### src/rtl/memory_access.sv
// ME stage of the pipelined MIPS core: word loads/stores over a req/ack data-memory handshake.
// Optional misaligned-access trap is built when MEM_ALIGN_CHECK_EN is defined.
module memory_access (
    input  logic        clk,
    input  logic        reset,
    input  logic        flush,
    input  logic [31:0] Result_EX,
    input  logic [31:0] WrDat_EX,
    input  logic [4:0]  WriteReg_EX,
    input  logic        RegWrite_EX,
    input  logic        MemToReg_EX,
    input  logic        MemWrite_EX,
    input  logic [31:0] DmemRdDat,
    input  logic        DmemAck,
    output logic        DmemReq,
    output logic        DmemWe,
    output logic [31:0] DmemAddr,
    output logic [31:0] DmemWrDat,
    output logic [31:0] ResultRdDat_ME,
    output logic [4:0]  WriteReg_ME,
    output logic        RegWrite_ME,
    output logic        Stall_ME,
    output logic        AlignFault_ME
);
    typedef enum logic [1:0] {IDLE, BUSY, DRAIN} state_e;

    state_e      state_q;
    logic [31:0] addr_q;
    logic [31:0] wdat_q;
    logic        we_q;
    logic        load_q;
    logic        regwr_q;
    logic [4:0]  wreg_q;
    logic [31:0] res_q;
    logic [4:0]  wreg_me_q;
    logic        regwr_me_q;
    logic        fault_q;

    logic access;
    logic is_load;
    logic misalign;
    logic issue;
    logic idle;

    assign access  = MemToReg_EX | MemWrite_EX;
    assign is_load = MemToReg_EX & ~MemWrite_EX;
`ifdef MEM_ALIGN_CHECK_EN
    assign misalign = access & (Result_EX[1:0] != 2'b00);
`else
    assign misalign = 1'b0;
`endif
    assign issue = access & ~misalign;
    assign idle  = (state_q == IDLE);

    // A request abandoned by reset must disappear at once, not at the next edge
    assign DmemReq   = ~reset & (idle ? issue : 1'b1);
    assign Stall_ME  = ~reset & (idle ? (issue & ~DmemAck) : ~DmemAck);
    assign DmemAddr  = idle ? {Result_EX[31:2], 2'b00} : addr_q;
    assign DmemWe    = idle ? MemWrite_EX : we_q;
    assign DmemWrDat = idle ? WrDat_EX : wdat_q;

    assign ResultRdDat_ME = res_q;
    assign WriteReg_ME    = wreg_me_q;
    assign RegWrite_ME    = regwr_me_q;
    assign AlignFault_ME  = fault_q;

    always_ff @(posedge clk or posedge reset) begin
        if (reset) begin
            state_q    <= IDLE;
            addr_q     <= '0;
            wdat_q     <= '0;
            we_q       <= 1'b0;
            load_q     <= 1'b0;
            regwr_q    <= 1'b0;
            wreg_q     <= '0;
            res_q      <= '0;
            wreg_me_q  <= '0;
            regwr_me_q <= 1'b0;
            fault_q    <= 1'b0;
        end else begin
            // Bubble unless a branch below retires something
            res_q      <= '0;
            wreg_me_q  <= '0;
            regwr_me_q <= 1'b0;
            fault_q    <= 1'b0;
            case (state_q)
                IDLE: begin
                    if (issue) begin
                        addr_q  <= {Result_EX[31:2], 2'b00};
                        wdat_q  <= WrDat_EX;
                        we_q    <= MemWrite_EX;
                        load_q  <= is_load;
                        regwr_q <= RegWrite_EX & ~MemWrite_EX;
                        wreg_q  <= WriteReg_EX;
                    end
                    if (flush) begin
                        // An issued but unacked request still has to be retired on the bus
                        if (issue && !DmemAck) state_q <= DRAIN;
                    end else if (misalign) begin
                        fault_q <= 1'b1;
                    end else if (issue && !DmemAck) begin
                        state_q <= BUSY;
                    end else begin
                        res_q      <= is_load ? DmemRdDat : Result_EX;
                        wreg_me_q  <= WriteReg_EX;
                        regwr_me_q <= RegWrite_EX & ~MemWrite_EX;
                    end
                end
                BUSY: begin
                    if (DmemAck) begin
                        state_q <= IDLE;
                        if (!flush) begin
                            res_q      <= load_q ? DmemRdDat : addr_q;
                            wreg_me_q  <= wreg_q;
                            regwr_me_q <= regwr_q;
                        end
                    end else if (flush) begin
                        state_q <= DRAIN;
                    end
                end
                DRAIN: begin
                    if (DmemAck) state_q <= IDLE;
                end
                default: state_q <= IDLE;
            endcase
        end
    end
endmodule
### config.mk
export PLATFORM = sky130hd
export DESIGN_NAME = memory_access
export DESIGN_NICKNAME = d
export VERILOG_FILES = /design/src/rtl/memory_access.sv
export SDC_FILE = /design/constraint.sdc
export NUM_CORES = 1
export LEC_CHECK = 0
export BUFFER_PORTS_ARGS = -buffer_cell sky130_fd_sc_hd__buf_2
export CELL_PAD_IN_SITES_DETAIL_PLACEMENT = 0
export CELL_PAD_IN_SITES_GLOBAL_PLACEMENT = 1
export CORE_MARGIN = 2
export CORE_UTILIZATION = 39
export CTS_BUF_LIST = sky130_fd_sc_hd__clkbuf_2
export DETAILED_ROUTE_END_ITERATION = 8
export PLACE_DENSITY_LB_ADDON = 0.1
export SETUP_SLACK_MARGIN = 0.02
export SLEW_MARGIN = 20
export SYNTH_ARGS = -nofsm -noshare
export SYNTH_HDL_FRONTEND = slang
export SYNTH_SLANG_ARGS = --single-unit
### constraint.sdc
create_clock -name clk -period 3.59 [get_ports clk]
set_clock_uncertainty 0.05 [all_clocks]
set_input_delay 0.359 -clock clk [delete_from_list [all_inputs] [get_ports clk]]
set_output_delay 0.359 -clock clk [all_outputs]
set_load 0.02 [all_outputs]
After elaboration in Yosys (flattened, before gate mapping) --
Index checks and enable logic that the tools add are counted.
Word-level totals: register bits 110, input port bits 108, output and inout port bits 106, word-level logic and storage cells 58
Cells by class: equality and inequality tests 5, multiplexer cells 29, bitwise logic cells 9, reductions and logical operators 5
Operators by type and width (number):
- 2-to-1 mux 32 bit | 8
- one-hot mux 32 bit (2 select lines) | 1
- 2-to-1 mux 5 bit | 4
- 2-to-1 mux 2 bit | 6
- one-hot mux 5 bit (2 select lines) | 1
- 2-to-1 mux 1 bit | 7
- one-hot mux 2 bit (3 select lines) | 1
- AND 1 bit | 5
- != test 3 bit (second input constant) | 1
- inverter 1 bit | 3
- AND reduction 3 bit | 1
- == test 2 x 1 -> 1 bit (second input constant) | 1
- == test 2 bit (second input constant) | 1
- zero test 2 bit | 1
- != test 2 x 1 -> 1 bit (second input constant) | 1
- != test 2 bit (second input constant) | 1
- one-hot mux 1 bit (2 select lines) | 1
- AND reduction 2 bit | 1
- logical AND 1 bit | 1
- zero test 1 bit | 1
- bitwise OR 1 bit | 1

Longest topological paths before layout --
word-level depth 6, gate-level depth with buffers 6, mapped depth without buffers 3

Least setup slack after synthesis --
Ideal clock, no wire load.
path kind register -> output, start point register state_q[0], end point output port Stall_ME, arrival 1.495 ns, data required time 3.181 ns, setup slack 1.686 ns, stages on the path, launching flop included 6, path buffers 2, path through dfrtp_1 -> buf_2 -> nor2_2 -> buf_4 -> a21oi_1 -> nor2b_1
On the way: word-level cells in the longest chain between the ends 3
RTL lines:
- start: declaration | line 27 | state_e state_q;
- start signal: assignment | line 69 | state_q <= IDLE;
- start signal: assignment | line 98 | if (issue && !DmemAck) state_q <= DRAIN;
- start signal: assignment | line 102 | state_q <= BUSY;
- zero test 2 bit | line 53 | assign idle = (state_q == IDLE);
- 2-to-1 mux 1 bit | line 57 | assign Stall_ME = ~reset & (idle ? (issue & ~DmemAck) : ~DmemAck);
- AND 1 bit | line 57
- end: declaration | line 22 | output logic Stall_ME,
No other way between the ends.

Final worst setup path --
start point register state_q[0], end point output port DmemAddr[11]
On the way: word-level cells in the longest chain between the ends 2
RTL lines:
- zero test 2 bit | line 53
- 2-to-1 mux 32 bit | line 58 | assign DmemAddr = idle ? {Result_EX[31:2], 2'b00} : addr_q;
- end: declaration | line 17 | output logic [31:0] DmemAddr,
No other way between the ends.

==> impl_metrics.json <==
{
  "status": "complete, no violations",
  "numCtsBuffers": 9,
  "start_kind": "register",
  "worstPathArrival_ps": 2400,
  "final_antenna_net_count": 0,
  "slew_violations": 0,
  "antenna_found_initial": 0,
  "max_slew_margin_pct": 28.2,
  "grtUsageTotal_pct": 19.7,
  "core_area_sq_um": 13800,
  "routed.top_layer": "met4",
  "met1_length_mm": 6.26,
  "drt_first_pass_iters": 4,
  "synth_cells": 402,
  "min_period_ps": 2810,
  "synthSimpleGateAreaFrac_pct": 2.15,
  "muxShareOfSynthArea_pct": 38.1,
  "totalWireLength_mm": 14.6,
  "clk_pin_slew_ps": 270,
  "wl_met2_mm": 7.19,
  "num_antenna_cells": 0,
  "ys_seq_area_share_pct": 50.3,
  "rows": 43,
  "synthesis.area_sq_um": 5470,
  "critical_path_class": "reg -> out",
  "postCtsSetupBuffers": 0,
  "worst_slew_pin_slew_ps": 1080,
  "grt_max_degree": 66,
  "dr_total_vias": 4429,
  "numPortBuffers": 210,
  "grt_pass1_vias": 4626,
  "place.detailed.hpwl_mm": 9.41,
  "drv_cap": 0,
  "drt-initial-drc-count": 130,
  "post-route-period-util_pct": 78.3,
  "cts_sinks": 110,
  "worst_setup_path_end_kind": "output port",
  "die_w_um": 122,
  "place_congestion": 0.746,
  "fin_nets": 813,
  "peakVddDrop_mv": 0.202,
  "synth_top_family_by_area": "multiplexers",
  "cp.required_ps": 3180,
  "powerDensity_nw_per_um2": 398,
  "hold_path.class": "in -> reg",
  "wl_met3_um": 871,
  "final_layout_size_suffix_gt1_share_pct": 49.4,
  "viasPerCell": 4.98,
  "synth_cell_types": 29,
  "synth_xor_area_share_pct": 0,
  "hold_viol": 0,
  "grt_overflow": 0,
  "synth-compound-area-share_pct": 5.65,
  "avgSynthCellArea_sq_um": 13.6,
  "clk_latency_ps": 600,
  "drc": 0,
  "r2r_cells": 4,
  "fin_tns_setup_ps": 0,
  "die_h_um": 122,
  "tritoncts": "built",
  "holdPathStages": 3,
  "clock_path_buffers": 2,
  "fill_cells": 1227,
  "pre_cts_ws_ps": 1250,
  "rsz0062_at_grt": "no",
  "synthAdderAreaFrac_pct": 0,
  "fmax_ghz": 0.356,
  "drt-wirelength-per-cell_um": 16.5,
  "grt_pass1_wl_mm": 22.9,
  "ys_warn_count": 0,
  "dieArea_sq_um": 15000,
  "crit_fanout": 46,
  "clock-root-buffer": "clkbuf_2",
  "h-tree-depth": 3,
  "initial_core_util_pct": 39.7,
  "boundaryPins": 214,
  "p_leak_nw": 3.73,
  "area_growth_pct": 43.0,
  "synth.ff_latch_count": 110,
  "setup_ws_ps": 780,
  "setup_viol": 0
}
==> cells in the mapped netlist <==
| master | n | area, sq um |
|---|---|---|
| a21oi_1 | 3 | 15.0 |
| mux2_1 | 19 | 214 |
| nor2b_1 | 4 | 25.0 |
| nor3b_1 | 1 | 7.51 |
| nor3_4 | 1 | 16.3 |
| mux2_2 | 112 | 1260 |
| nor2_2 | 1 | 6.26 |
| nor2_4 | 1 | 11.3 |
| inv_1 | 2 | 7.51 |
| o21ai_1 | 1 | 5.00 |
| clkbuf_1 | 8 | 30.0 |
| nand2b_1 | 1 | 6.26 |
| buf_6 | 2 | 22.5 |
| o31ai_1 | 1 | 7.51 |
| buf_4 | 9 | 67.6 |
| nor4_1 | 1 | 6.26 |
| conb_1 | 1 | 3.75 |
| o22ai_1 | 31 | 194 |
| nand3_1 | 1 | 5.00 |
| and4bb_1 | 1 | 12.5 |
| a22o_1 | 8 | 70.1 |
| o21a_1 | 1 | 7.51 |
| mux2i_1 | 61 | 611 |
| a32o_1 | 1 | 10.0 |
| dfrtp_1 | 110 | 2750 |
| nor3_1 | 2 | 10.0 |
| nor2_1 | 2 | 7.51 |
| nand2_1 | 1 | 3.75 |
| buf_2 | 15 | 75.1 |
==> repair_timing <==
item	CTS	global route
hold endpoints to repair	173	0
gates resized for setup	0	0
hold buffers	106	0
==> flip-flops by register name (all words and copies together) (netlist names) <==
signal / count
load_q: 1
ResultRdDat_ME: 32
RegWrite_ME: 1
regwr_q: 1
WriteReg_ME: 5
state_q: 2
we_q: 1
addr_q: 30
wdat_q: 32
wreg_q: 5
==> kinds of logic after synthesis <==
group,after synthesis
other cells,1
simple gates,17
compound gates,46
flops,110
mux,192
buf+inv,36
==> stage by stage <==
stage | total power [mW] | hold WS [ps] | cell area (sq um) | util (%) | cells
finish | 3.12 | 45.1 | 7830 | 56.8 | 890
global route | 3.29 | 35.5 | 7830 | 56.8 | 890
CTS | 3.15 | 0.808 | 7830 | 56.8 | 890
detailed placement | 2.49 | 426 | 6660 | 48.4 | 768
global placement | 2.47 | 415 | 6660 | 48.4 | 768
floorplan | 2.18 | 375 | 5480 | - | 404
==> final timing paths <==
path	slack (ps)	endpoint	startpoint
min in group asynchronous	380	wdat_q[29]$_DFFE_PP0P_	reset
max reg2reg	1320	ResultRdDat_ME[0]$_DFF_PP0_	state_q[0]$_DFFE_PP0P_
min reg2reg	470	WriteReg_ME[2]$_DFF_PP0_	wreg_q[2]$_DFFE_PP0P_
max	780	DmemAddr[11]	state_q[0]$_DFFE_PP0P_
min	50	ResultRdDat_ME[29]$_DFF_PP0_	DmemRdDat[29]
max in group asynchronous	2330	wreg_q[2]$_DFFE_PP0P_	reset
==> critical path: stages (launching register included) <==
cell	delay, ps
dfrtp_1	550
nor2_4	150
buf_4	510
mux2_2	420
buf_2	160
==> per-layer routing <==
| metal | up-vias | GRT usage [%] |
|---|---|---|
| li1 | 2087 | - |
| met1 | 2171 | 24.4 |
| met2 | 148 | 33.6 |
| met3 | 23 | 3.81 |
| met4 | 0 | 7.90 |
| met5 | - | 0 |
==> cell usage in the layout (no fill, tap or decap), types with 2 or more instances in the layout <==
master         count
nor2b_1            3
a22o_1             8
buf_4              7
dfrtp_1          109
nor2_1             2
nor3_1             2
mux2_1            19
buf_2            210
o22ai_1           31
mux2_2           112
clkinv_1           2
nor2_4             2
a21oi_1            3
clkbuf_2          11
conb_1             3
dlygate4sd3_1    106
mux2i_1           61
==> where the power goes <==
| part | switching, mW | total, mW | leakage (nW) | internal, mW |
|---|---|---|---|---|
| registers | 0.121 | 1.52 | 1.36 | 1.40 |
| clock network | 0.408 | 0.568 | 0.0670 | 0.160 |
| logic | 0.506 | 1.03 | 2.31 | 0.522 |
| total | 1.03 | 3.12 | 3.73 | 2.08 |
==> cell type report <==
class                   instances  area [sq um]  area share, %
clock inverters                 5          50.0          0.639
inverters                       2          10.0          0.128
multi-input cells             258          2550           32.5
clock buffers                  11          55.1          0.703
well taps                     180           225           2.88
repair buffers                324          2180           27.9
flip-flops and latches        110          2750           35.2
Power figures use the tool's default switching activity.
